### config.mk
export PLATFORM = sky130hd
export DESIGN_NAME = fetch_sequencer_flat
export DESIGN_NICKNAME = d
export VERILOG_FILES = /design/src/rtl/fetch_if.sv /design/src/rtl/fetch_sequencer.sv /design/src/flat_wrapper.sv
export SDC_FILE = /design/constraint.sdc
export NUM_CORES = 1
export LEC_CHECK = 0
export ABC_AREA = 1
export CORE_ASPECT_RATIO = 1.1
export CORE_MARGIN = 4
export CORE_UTILIZATION = 30
export CTS_BUF_LIST = sky130_fd_sc_hd__clkbuf_4
export CTS_CLUSTER_SIZE = 12
export DETAILED_ROUTE_END_ITERATION = 7
export GPL_ROUTABILITY_DRIVEN = 1
export GPL_TIMING_DRIVEN = 0
export HOLD_SLACK_MARGIN = 0.15
export PLACE_DENSITY = 0.62
export SLEW_MARGIN = 20
export SYNTH_ARGS = -nofsm -noshare
export SYNTH_HDL_FRONTEND = slang
export SYNTH_SLANG_ARGS = --single-unit
### constraint.sdc
create_clock -name clk -period 1.4 [get_ports clk]
set_input_delay 0.28 -clock clk [delete_from_list [all_inputs] [get_ports clk]]
set_output_delay 0.28 -clock clk [all_outputs]
set_load 0.05 [all_outputs]
### src/rtl/fetch_if.sv
// Fetch sequencer bus: run/stall/branch controls in, ROM port and fetch status out.
// The master modport is the sequencer side; the slave modport is the core/ROM side.
interface fetch_if #(
  parameter int unsigned ADDR_W  = 10,
  parameter int unsigned INSTR_W = 10
);
  logic               en;
  logic               stall;
  logic               branch_valid;
  logic [ADDR_W-1:0]  branch_target;
  logic [INSTR_W-1:0] rom_data;
  logic [ADDR_W-1:0]  rom_addr;
  logic [ADDR_W-1:0]  pc;
  logic [INSTR_W-1:0] ir;
  logic               ir_valid;
  logic               PCload;
  logic               IRload;
  logic [2:0]         state_o;

  modport master (
    input  en, stall, branch_valid, branch_target, rom_data,
    output rom_addr, pc, ir, ir_valid, PCload, IRload, state_o
  );

  modport slave (
    output en, stall, branch_valid, branch_target, rom_data,
    input  rom_addr, pc, ir, ir_valid, PCload, IRload, state_o
  );
endinterface

### src/rtl/fetch_sequencer.sv
// Instruction-fetch controller: presents PC to the ROM, waits ROM_WAIT cycles, loads IR,
// then advances the PC or takes a branch redirect.
module fetch_sequencer #(
  parameter int unsigned       ADDR_W   = 10,
  parameter int unsigned       INSTR_W  = 10,
  parameter int unsigned       ROM_WAIT = 0,
  parameter logic [ADDR_W-1:0] RESET_PC = '0
) (
  input  logic     clk,
  input  logic     rst,
  fetch_if.master  bus
);

  typedef enum logic [2:0] {
    StIdle  = 3'd0,
    StAddr  = 3'd1,
    StWait  = 3'd2,
    StLoad  = 3'd3,
    StStall = 3'd4
  } state_e;

  // Counter preload so that WAIT lasts exactly ROM_WAIT cycles.
  localparam logic [3:0] WaitInit = (ROM_WAIT == 0) ? 4'd0 : 4'(ROM_WAIT - 1);

  state_e             state_q, state_d;
  logic [ADDR_W-1:0]  pc_q, pc_d;
  logic [INSTR_W-1:0] ir_q, ir_d;
  logic               ir_valid_q, ir_valid_d;
  logic [3:0]         wait_cnt_q, wait_cnt_d;

  always_ff @(posedge clk) begin
    if (rst) begin
      state_q    <= StIdle;
      pc_q       <= RESET_PC;
      ir_q       <= '0;
      ir_valid_q <= 1'b0;
      wait_cnt_q <= '0;
    end else begin
      state_q    <= state_d;
      pc_q       <= pc_d;
      ir_q       <= ir_d;
      ir_valid_q <= ir_valid_d;
      wait_cnt_q <= wait_cnt_d;
    end
  end

  always_comb begin
    state_d    = state_q;
    pc_d       = pc_q;
    ir_d       = ir_q;
    ir_valid_d = 1'b0;
    wait_cnt_d = wait_cnt_q;
    // A redirect overrides whatever the FSM was doing, including a pending IR load.
    if (bus.branch_valid) begin
      pc_d       = bus.branch_target;
      wait_cnt_d = '0;
      state_d    = bus.en ? StAddr : StIdle;
    end else begin
      unique case (state_q)
        StIdle: begin
          if (bus.en) state_d = StAddr;
        end
        StAddr: begin
          if (ROM_WAIT == 0) begin
            state_d = StLoad;
          end else begin
            wait_cnt_d = WaitInit;
            state_d    = StWait;
          end
        end
        StWait: begin
          if (wait_cnt_q == 4'd0) state_d = StLoad;
          else                    wait_cnt_d = wait_cnt_q - 4'd1;
        end
        StLoad: begin
          ir_d       = bus.rom_data;
          pc_d       = pc_q + ADDR_W'(1);
          ir_valid_d = 1'b1;
          if (bus.stall)   state_d = StStall;
          else if (bus.en) state_d = StAddr;
          else             state_d = StIdle;
        end
        StStall: begin
          if (!bus.stall) state_d = bus.en ? StAddr : StIdle;
        end
        default: state_d = StIdle;
      endcase
    end
  end

  assign bus.rom_addr = pc_q;
  assign bus.pc       = pc_q;
  assign bus.ir       = ir_q;
  assign bus.ir_valid = ir_valid_q;
  assign bus.state_o  = state_q;
  assign bus.IRload   = (state_q == StLoad) & ~bus.branch_valid;
  assign bus.PCload   = (state_q == StLoad) | bus.branch_valid;

endmodule
### src/flat_wrapper.sv
// flat-port wrapper written by rule: the top's interface ports become plain ports
module fetch_sequencer_flat 
#(
  parameter int unsigned       ADDR_W   = 10,
  parameter int unsigned       INSTR_W  = 10,
  parameter int unsigned       ROM_WAIT = 0,
  parameter logic [ADDR_W-1:0] RESET_PC = '0
)
  (clk, rst, bus_en, bus_stall, bus_branch_valid, bus_branch_target, bus_rom_data, bus_rom_addr, bus_pc, bus_ir, bus_ir_valid, bus_PCload, bus_IRload, bus_state_o);
  fetch_if #(.ADDR_W(ADDR_W), .INSTR_W(INSTR_W)) bus_i ();
  input  logic clk;
  input  logic rst;
  input wire logic [$bits(bus_i.en)-1:0] bus_en;
  input wire logic [$bits(bus_i.stall)-1:0] bus_stall;
  input wire logic [$bits(bus_i.branch_valid)-1:0] bus_branch_valid;
  input wire logic [$bits(bus_i.branch_target)-1:0] bus_branch_target;
  input wire logic [$bits(bus_i.rom_data)-1:0] bus_rom_data;
  output wire logic [$bits(bus_i.rom_addr)-1:0] bus_rom_addr;
  output wire logic [$bits(bus_i.pc)-1:0] bus_pc;
  output wire logic [$bits(bus_i.ir)-1:0] bus_ir;
  output wire logic [$bits(bus_i.ir_valid)-1:0] bus_ir_valid;
  output wire logic [$bits(bus_i.PCload)-1:0] bus_PCload;
  output wire logic [$bits(bus_i.IRload)-1:0] bus_IRload;
  output wire logic [$bits(bus_i.state_o)-1:0] bus_state_o;
  assign bus_i.en = bus_en;
  assign bus_i.stall = bus_stall;
  assign bus_i.branch_valid = bus_branch_valid;
  assign bus_i.branch_target = bus_branch_target;
  assign bus_i.rom_data = bus_rom_data;
  assign bus_rom_addr = bus_i.rom_addr;
  assign bus_pc = bus_i.pc;
  assign bus_ir = bus_i.ir;
  assign bus_ir_valid = bus_i.ir_valid;
  assign bus_PCload = bus_i.PCload;
  assign bus_IRload = bus_i.IRload;
  assign bus_state_o = bus_i.state_o;
  fetch_sequencer #(.ADDR_W(ADDR_W), .INSTR_W(INSTR_W), .ROM_WAIT(ROM_WAIT), .RESET_PC(RESET_PC)) u_core (.clk(clk), .rst(rst), .bus(bus_i));
endmodule
==> metrics.md, run 1 <==
| Metric | Value |
|---|---|
| Final hold slack | `about 0.50 ns` |
| Crit. End Element | `output port` |
| Crit path max fanout | `4` |
| Post-DP HPWL | `2860 um` |
| DR WL/cell | `11.7 um` |
| Clk_skew | `0.0214 ns` |
| Post-synth cell types | `28` |
| Max-cap violations | `0` |
| Failing checks | `setup timing` |
| Bufs on Longest Clock Path | `2` |
| Period Utilization, post-route | `108%` |
| Slew HR | `76.2%` |
| Worst path max stage delay | `0.39 ns` |
| Worst hold start | `bus_branch_target[4]` |
| Status | `finished with violations` |
| Leakage Power | `roughly 0.99 nW` |
| Grt met2 use | `20.4%` |
| Pwr dens | `between 700 and 800 nW/um2` |
| Reg clk slew, reported paths | `0.17 ns` |
| Largest net degree at the start of global routing | `15` |
| First-pass GRT wire length | `6320 um` |
| EDFF count, synth | `0` |
| Syn_area_per_cell | `7.18 um2` |
| Max-slew violations | `0` |
| Overflow after GRT | `0` |
| Fraction of layout cells with a size suffix above 1 | `37.0%` |
| Worst vdd ir | `0.464 mV` |
| Residual DRC | `0` |
| Hold Path Cell Cnt | `3` |
| Core Area | `4720 um2` |
| Hold Crit Class | `in2reg` |
| Register area share after synthesis | `37.5%` |
| Ys Warns | `0` |
| Root buffer cell | `clkbuf_4` |
| Crit Reg-Reg Startpoint | `u_core.bus.state_o[2]` |
| Setup violations, final | `2` |
| Clk_lat worst skew | `0.34 ns` |
| Worst EP required | `1.12 ns` |
| Nets | `310` |
| CTS tree | `built` |
| GP Congestion | `0.786` |
| 1st-iter DRT viols | `69` |
| Post-synth top cells | `nand2_1 (45), dfxtp_1 (28), nor2_1 (20)` |
| DR pass1 iterations | `4` |
| Area of the mapped netlist | `approximately 1500 um2` |
| Setup TNS Final | `-0.201 ns` |
| Fin crit period | `between 1.5 and 2 ns` |
| Input/output buffers | `60` |
| RSZ-0062 raised after global routing | `true` |
| Kind of critical path | `reg2out` |
| Fin. Hold Viols | `0` |
| Initial Utilization | `31.7%` |
| Top Usage Layer GRT | `met2` |
| CTS buffer count | `3` |
| Area contributors post-synth | `dfxtp_1 (38%), nand2_1 (11%), nand3_1 (5.7%)` |
| Synth Instances | `208` |
| Vias | `1538` |
| Crit-path cells | `inv_4, nand3_4, nor2_8, buf_8` |
| Post-route ant nets | `0` |
| CTS H-tree lvls | `1` |
| Final setup margin | `-0.117 ns` |
| CP startpoint kind | `flop` |
| Most used DFF post-synth | `dfxtp_1` |
| RR Endpoint | `u_core.bus.state_o[0]` |
| Die H | `82.0 um` |
| CP max-delay cell | `dfxtp_4` |
| Slew @ Worst Pin | `0.356 ns` |
| Hold Crit Endpoint | `u_core.bus.pc[4]` |
| CTS Sinks | `28` |
| Initial antenna violation count | `0` |
| Die ar. | `6170 um2` |
| Most frequent cell after synthesis | `nand2_1` |
| Ant diodes | `0` |
| Tot Pwr | `between 1.5 and 2 mW` |
| Dpl ws | `-1.02 ns` |
| Vias per cell | `4.56` |
| Synth Net Count | `235` |
| Syn-to-layout area delta | `49.4%` |
| Arrival @ worst endpoint | `1.24 ns` |
| Met1 usage | `17.8%` |
| Met3 Use GR | `3.06%` |
| Row cnt | `26` |
| Buf/Inv on CP | `2` |
| Die X | `75.3 um` |
| Seq cells post-synth | `28` |
| Post-synthesis async set-or-reset flop share | `0%` |
| Gr usage total | `13.1%` |
| Routed WL | `3940 um` |
| Fmax | `659 MHz` |
| Length in cells of the worst reg-to-reg path | `7` |
| Vias in the first global route | `1382` |
| Delay-heaviest family, CP | `flip-flops` |
| Area leader, netlist | `dfxtp_1` |
| IO Count | `61` |
| Reg-to-reg slack, setup | `approximately 0.050 ns` |
| Area share of the largest cell type after synthesis | `37.5%` |
==> final cells by class <==
cell class / instances / area (um2)
fill: 495 / 2480
sequential: 28 / 586
inverter: 21 / 81.3
multi-input combinational: 145 / 772
timing repair buffer: 71 / 604
clock buffer: 3 / 22.5
buffer: 13 / 96.3
tap: 56 / 70.1
==> logic make-up after synthesis <==
logic type               Yosys count  synth area share [%]
flip-flops                        28                  37.5
adder cells (fa/ha/maj)            2                  1.67
buffers and inverters             35                  12.4
AO/OA/AOI/OAI                     34                  12.6
XOR/XNOR                           1                 0.586
AND/OR/NAND/NOR                  108                  35.3
==> tightest hold or removal path, delay by kind of cell <==
family                 cells  cell delay [ns]
buffers and inverters      1             0.40
AOI/OAI and AO/OA          1             0.07
and+or+nand+nor            1             0.06
==> placed cells by master, fill, tap and decap left out, types with 2 or more instances in the layout <==
cell	netlist	routed
nand2_1	45	45
buf_4	10	24
clkdlybuf4s50_1	0	23
nor2_1	20	19
dfxtp_1	28	18
nand3_1	17	17
inv_1	15	14
buf_2	1	14
o21ai_1	14	14
nor2_2	12	13
clkbuf_4	0	10
o21ai_0	9	9
inv_2	6	6
a21oi_1	6	6
clkdlybuf4s15_2	0	6
dfxtp_4	0	5
dfxtp_2	0	5
nand4_1	4	4
clkdlybuf4s18_2	0	4
nor3_1	3	3
clkbuf_2	0	2
a31oi_1	2	2
nand2_2	2	2
buf_8	0	2
==> what timing repair did <==
action	4_1_cts	5_1_grt
gates resized for setup	170	26
setup buffers	5	6
hold buffers	0	0
setup endpoints to repair	46	29
pin swaps	1	3
==> routing by layer <==
metal | share of wire (%) | wire, um | vias up
li1 | - | - | 814
met1 | 46 | 1800 | 668
met2 | 44 | 1750 | 52
met3 | 8.7 | 344 | 4
met4 | 1.2 | 49 | 0
met5 | 0 | 0 | -
==> power breakdown <==
group / total (mW) / switching, mW / leakage, nW / internal [mW]
Combinational: 0.450 / 0.275 / 0.743 / 0.176
Clock: 0.345 / 0.244 / 0.0138 / 0.101
Sequential: 0.858 / 0.0372 / 0.233 / 0.821
Total: 1.65 / 0.556 / 0.990 / 1.10
==> through the flow <==
step	util [%]	cell area, um2	cells
global placement	46.0	2170	324
detailed placement	46.0	2170	324
floorplan	-	1500	208
finish	47.3	2230	337
global route	47.3	2230	337
CTS	46.1	2180	332
==> sequential cells by signal, summed over array words and instances (netlist names) <==
| signal | cells |
|---|---|
| u_core.bus.ir | 10 |
| u_core.bus.state_o | 3 |
| u_core.bus.ir_valid | 1 |
| u_core.bus.pc | 10 |
| u_core.wait_cnt_q | 4 |
==> how the worst max path moves through the flow <==
stage	startpoint	end	depth (start not counted)
final	u_core.bus.state_o[2]	bus_IRload	4
after global routing	u_core.bus.state_o[2]	bus_IRload	4
after CTS	u_core.bus.state_o[2]	bus_IRload	5
after detailed placement	bus_branch_valid	bus_PCload	4
after global placement	bus_branch_valid	bus_PCload	4
after floorplan	u_core.bus.pc[0]	u_core.bus.pc[8]	7
Note: power is estimated with default switching activity, not from simulation.
==> run 2: changes to the inputs <==
--- a/config.mk
+++ b/config.mk
@@ -15,6 +15,7 @@
 export GPL_ROUTABILITY_DRIVEN = 1
 export GPL_TIMING_DRIVEN = 0
 export HOLD_SLACK_MARGIN = 0.15
+export MAX_ROUTING_LAYER = met4
 export PLACE_DENSITY = 0.62
 export SLEW_MARGIN = 20
 export SYNTH_ARGS = -nofsm -noshare
==> run 2 against run 1 <==
Net effect:
- the flow still finishes with violations (setup timing)
- worst hold slack better by 0.0061 ns
- clock power down 2%
- sequential power barely moved
- utilization about the same
- wire length about the same
- total power is 0.45% lower
- sequential share of layout area about the same
- clock-buffer cell count is the same
- critical path type unchanged
- largest power group unchanged
==> metrics.md, run 2 (synthesis results as in run 1) <==
| Metric | Value |
|---|---|
| Status | `finished with violations` |
| Failing checks | `setup timing` |
| CTS tree | `built` |
| Crit path max fanout | `4` |
| Arrival @ worst endpoint | `1.23 ns` |
| Worst hold start | `bus_branch_target[4]` |
| Period Utilization, post-route | `108%` |
| CTS buffer count | `3` |
| Setup TNS Final | `-0.186 ns` |
| Fmax | `662 MHz` |
| Vias in the first global route | `1381` |
| Clock power share | `between 20% and 30%` |
| Dpl ws | `-1.02 ns` |
| Vias | `1527` |
| Reg clk slew, reported paths | `0.16 ns` |
| Slew @ Worst Pin | `~0.35 ns` |
| Switch Pwr | `0.549 mW` |
| Routed WL | `3940 um` |
| Core Util, Final | `between 40% and 50%` |
| Fin crit period | `around 1.5 ns` |
| Fraction of layout cells with a size suffix above 1 | `37.0%` |
| Reg-to-reg slack, setup | `0.06 ns` |
| Post-DP HPWL | `2860 um` |
| Largest net degree at the start of global routing | `15` |
| Bufs on Longest Clock Path | `2` |
| Hold Crit Endpoint | `u_core.bus.pc[4]` |
| Row cnt | `26` |
| # hold bufs at CTS | `0` |
| Kind of critical path | `reg2out` |
| Core Area | `4720 um2` |
| Final setup margin | `-0.110 ns` |
| Max-cap violations | `0` |
| Post-route ant nets | `0` |
| Crit. End Element | `output port` |
| Root buffer cell | `clkbuf_4` |
| Buf/Inv on CP | `2` |
| 1st-iter DRT viols | `70` |
| Crit-path cells | `inv_4, nand3_4, nor2_8, buf_8` |
| DR WL/cell | `11.7 um` |
| Dpl cell area | `2170 um2` |
| Die H | `82.0 um` |
| Commonest cells after routing, fill and taps aside | `nand2_1 (45), buf_4 (24), clkdlybuf4s50_1 (23)` |
| Register share of total power | `a little over half` |
| Worst vdd ir | `0.455 mV` |
| Clk_lat worst skew | `0.33 ns` |
| RSZ-0062 raised after global routing | `true` |
| Commonest non-fill, non-tap cell in the layout | `nand2_1` |
| IO Count | `61` |
| CP startpoint kind | `flop` |
| Clk_skew | `0.0191 ns` |
| RR Endpoint | `u_core.bus.state_o[0]` |
| Internal | `1.10 mW` |
| Fillers | `494` |
| Setup violations, final | `2` |
| Pwr dens | `737 nW/um2` |
| Worst EP required | `1.12 ns` |
| CTS Sinks | `28` |
| Vias per cell | `4.53` |
| Leakage Power | `about 0.99 nW` |
| Length in cells of the worst reg-to-reg path | `7` |
| CTS H-tree lvls | `1` |
| Initial Utilization | `31.7%` |
| Initial antenna violation count | `0` |
| Delay-heaviest family, CP | `flip-flops` |
| Residual DRC | `0` |
| Die X | `75.3 um` |
| DR pass1 iterations | `4` |
| Overflow after GRT | `0` |
| GP Congestion | `0.797` |
| Hold Path Cell Cnt | `3` |
| Crit Reg-Reg Startpoint | `u_core.bus.state_o[2]` |
| Input/output buffers | `60` |
| Gr usage total | `13.5%` |
| Syn-to-layout area delta | `49.5%` |
| Die ar. | `6170 um2` |
| First-pass GRT wire length | `6320 um` |
| Nets | `310` |
| Max-slew violations | `0` |
| Ant diodes | `0` |
| Tot Pwr | `1.65 mW` |
| CP max-delay cell | `dfxtp_4` |
| Slew HR | `76.4%` |
| Part of the power in combinational logic | `27.3%` |
| Final Cell Area | `2230 um2` |
| Hold Crit Class | `in2reg` |
| Fin. Hold Viols | `0` |
| Worst path max stage delay | `0.39 ns` |
| Switching Share | `33.4%` |
==> run 2: cell types whose count changed in the layout (fill, tap and decap cells not counted), sizes merged <==
cell           before  now
clkdlybuf4s18       4    3
clkdlybuf4s15       6    7
==> run 2: worst max path at each step <==
stage | from | endpoint | slack, ns | depth (start not counted)
floorplan | u_core.bus.pc[0] | u_core.bus.pc[8] | 0.003 | 7
global placement | bus_branch_valid | bus_PCload | -1.01 | 4
detailed placement | bus_branch_valid | bus_PCload | -1.02 | 4
CTS | u_core.bus.state_o[2] | bus_IRload | -0.17 | 5
global route | u_core.bus.state_o[2] | bus_IRload | -0.17 | 4
finish | u_core.bus.state_o[2] | bus_IRload | -0.11 | 4
==> run 2: layer usage <==
layer	wire length [um]	GRT usage [%]	part of all wire (%)
met2	1770	20.4	45
met1	1810	18.1	46
met4	44	4.20	1.1
met5	0	-	0
met3	312	2.45	7.9
==> run 2: final cells by class <==
type,instances,area [um2],area share [%]
multi-input combinational,145,772,34.6
timing repair buffer,71,606,27.1
sequential,28,586,26.2
buffer,13,96.3,4.31
inverter,21,81.3,3.64
tap,56,70.1,3.14
clock buffer,3,22.5,1.01
==> run 2: what timing repair did <==
item / 4_1_cts / 5_1_grt
setup endpoints to repair: 46 / 28
gates resized for setup: 170 / 25
pin swaps: 1 / 3
buffers inserted: 5 / 6
endpoints found under the hold margin: 0 / 0
==> run 2: worst min-delay path, cell delays in order <==
cell and delay, ns:
clkdlybuf4s50_1 0.40, nand2_1 0.06, a31oi_1 0.07
==> run 2: per-stage QoR <==
stage	instances	hold slack (ns)
finish	337	0.509
global route	337	0.506
CTS	332	0.505
detailed placement	324	0.482
global placement	324	0.467
floorplan	208	0.335
==> run 2: power groups by stage <==
stage | sequential, mW | combinational [mW] | clock [mW]
6_report | 0.858 | 0.450 | 0.338
5_1_grt | 0.864 | 0.483 | 0.392
4_1_cts | 0.858 | 0.435 | 0.349
3_5_place_dp | 0.878 | 0.462 | 0
3_3_place_gp | 0.877 | 0.462 | 0
2_1_floorplan | 0.957 | 0.193 | 0
==> run 3: changes to the inputs <==
--- a/config.mk
+++ b/config.mk
@@ -17,6 +17,7 @@
 export HOLD_SLACK_MARGIN = 0.15
 export MAX_ROUTING_LAYER = met4
 export PLACE_DENSITY = 0.62
+export SKIP_CTS_REPAIR_TIMING = 1
 export SLEW_MARGIN = 20
 export SYNTH_ARGS = -nofsm -noshare
 export SYNTH_HDL_FRONTEND = slang
==> constraint.sdc (replaced) <==
create_clock -name clk -period 1.7 [get_ports clk]
set_input_delay 0.34 -clock clk [delete_from_list [all_inputs] [get_ports clk]]
set_output_delay 0.34 -clock clk [all_outputs]
set_load 0.05 [all_outputs]
==> run 3 against run 2 <==
Net effect:
- the run still ends with setup timing left
- combinational power down 17%
- via count down 2.6%
- critical endpoint unchanged
- sequential share of layout area down 1.1 points
- clock power down 17%
- register-to-register slack better by 0.23 ns
- non-clock buffer count down 7
==> metrics.md, run 3 (synthesis results as in run 1) <==
| Metric | Value |
|---|---|
| Crit path max fanout | `10` |
| Worst vdd ir | `0.242 mV` |
| DR pass1 iterations | `4` |
| CP startpoint kind | `flop` |
| Final Cell Area | `2270 um2` |
| RSZ-0062 raised after global routing | `true` |
| Reg clk slew, reported paths | `0.14 ns` |
| CTS H-tree lvls | `1` |
| Setup TNS Final | `-0.00974 ns` |
| Vias | `1488` |
| Ant diodes | `0` |
| Arrival @ worst endpoint | `around 1.4 ns` |
| CP max-delay cell | `dfxtp_4` |
| Commonest cells after routing, fill and taps aside | `nand2_1 (45), dlymetal6s2s_1 (26), dfxtp_1 (24)` |
| Clk_skew | `0.00619 ns` |
| Fraction of layout cells with a size suffix above 1 | `22.5%` |
| Slew @ Worst Pin | `between 0.5 and 0.6 ns` |
| Row cnt | `26` |
| First-pass GRT wire length | `5910 um` |
| Largest net degree at the start of global routing | `16` |
| Fmax | `585 MHz` |
| GP Congestion | `between 0.8 and 0.9` |
| Routed WL | `3750 um` |
| Fin crit period | `about 1.7 ns` |
| Max-cap violations | `0` |
| Worst path max stage delay | `around 0.4 ns` |
| Gr usage total | `12.7%` |
| Dpl ws | `-0.821 ns` |
| Initial antenna violation count | `0` |
| Max-slew violations | `0` |
| Vias per cell | `between 4 and 5` |
| IO Count | `61` |
| Crit-path cells | `inv_4, nand3_4, nor2_8, buf_8, buf_6` |
| Die ar. | `6170 um2` |
| Slew HR | `about two thirds` |
| Commonest non-fill, non-tap cell in the layout | `nand2_1` |
| Final setup margin | `-0.00974 ns` |
| Input/output buffers | `60` |
| CTS Sinks | `28` |
| Period Utilization, post-route | `101%` |
| Fin. Hold Viols | `0` |
| Worst EP required | `1.36 ns` |
| Core Util, Final | `between 40 and 50%` |
| CTS buffer count | `3` |
| Bufs on Longest Clock Path | `2` |
| Final hold slack | `0.492 ns` |
| CTS tree | `built` |
| Clk_lat worst skew | `0.32 ns` |
| Residual DRC | `0` |
| Vias in the first global route | `1295` |
| Syn-to-layout area delta | `51.7%` |
| Delay-heaviest family, CP | `flip-flops` |
| Setup violations, final | `1` |
| Failing checks | `setup timing` |
| Die X | `75.3 um` |
| Nets | `303` |
| Pwr dens | `599 nW/um2` |
| 1st-iter DRT viols | `80` |
| Die H | `82.0 um` |
| Overflow after GRT | `0` |
| Status | `finished with violations` |
| Crit. End Element | `output port` |
| Initial Utilization | `between 30% and 40%` |
| Buf/Inv on CP | `3` |
| Hold Crit Class | `reg2reg` |
| Kind of critical path | `reg2out` |
| Root buffer cell | `clkbuf_4` |
| DR WL/cell | `approximately 11 um` |
| Post-route ant nets | `0` |
| Dpl cell area | `2160 um2` |
| Leakage Power | `1.36 nW` |
| Core Area | `4720 um2` |
| Post-DP HPWL | `~2800 um` |
run 3: cell count changes in the layout (fill, tap and decap cells not counted), moves of 2 or more:
cell | previous run | this run
buf_2 | 14 | 1
buf_4 | 24 | 12
buf_6 | 1 | 3
clkbuf_2 | 2 | 9
clkbuf_4 | 10 | 3
clkdlybuf4s15_2 | 7 | 0
clkdlybuf4s18_2 | 3 | 0
dfxtp_1 | 18 | 24
dfxtp_2 | 5 | 3
dfxtp_4 | 5 | 1
dlymetal6s2s_1 | 0 | 26
run 3: power breakdown:
group	leakage [nW]	switching, mW	internal, mW	total [mW]
Sequential	0.230	0.0287	0.677	0.705
Combinational	1.11	0.225	0.148	0.373
Clock	0.0154	0.194	0.0861	0.280
Total	1.36	0.447	0.911	1.36
run 3: worst paths after layout:
check / startpoint / depth (start not counted) / to / slack, ns
max: u_core.bus.state_o[2] / 5 / bus_IRload / -0.01
max reg2reg: u_core.bus.pc[0] / 7 / u_core.bus.pc[8] / 0.29
min reg2reg: u_core.wait_cnt_q[1] / 2 / u_core.wait_cnt_q[1] / 0.49
min: u_core.wait_cnt_q[1] / 2 / u_core.wait_cnt_q[1] / 0.49
run 3: worst min-delay path, delay by kind of cell (launching register included):
family	cells	cell delay, ns
AO/OA/AOI/OAI	1	0.06
flip-flops	1	0.33
buffers and inverters	1	0.08
run 3: area by class of cell:
cell class              instances  area [um2]
repair buffers                 63         653
multi-input cells             145         757
clock inverters                 1        3.75
well taps                      56        70.1
plain buffers                  14         110
clock buffers                   3        22.5
inverters                      21        81.3
fillers                       481        2450
flip-flops and latches         28         568
run 3: metal layers:
metal,global-route usage (%),vias up,share of wire [%]
met2,19.8,47,45
met1,16.0,638,46
met5,-,-,0
met3,2.45,2,8.0
met4,5.24,0,1.1
li1,-,801,-
run 3: through the flow:
stage | power [mW] | instances
after floorplan | 0.945 | 208
after global placement | 1.10 | 324
after detailed placement | 1.10 | 324
after CTS | 1.39 | 328
after global routing | 1.44 | 331
final | 1.36 | 331
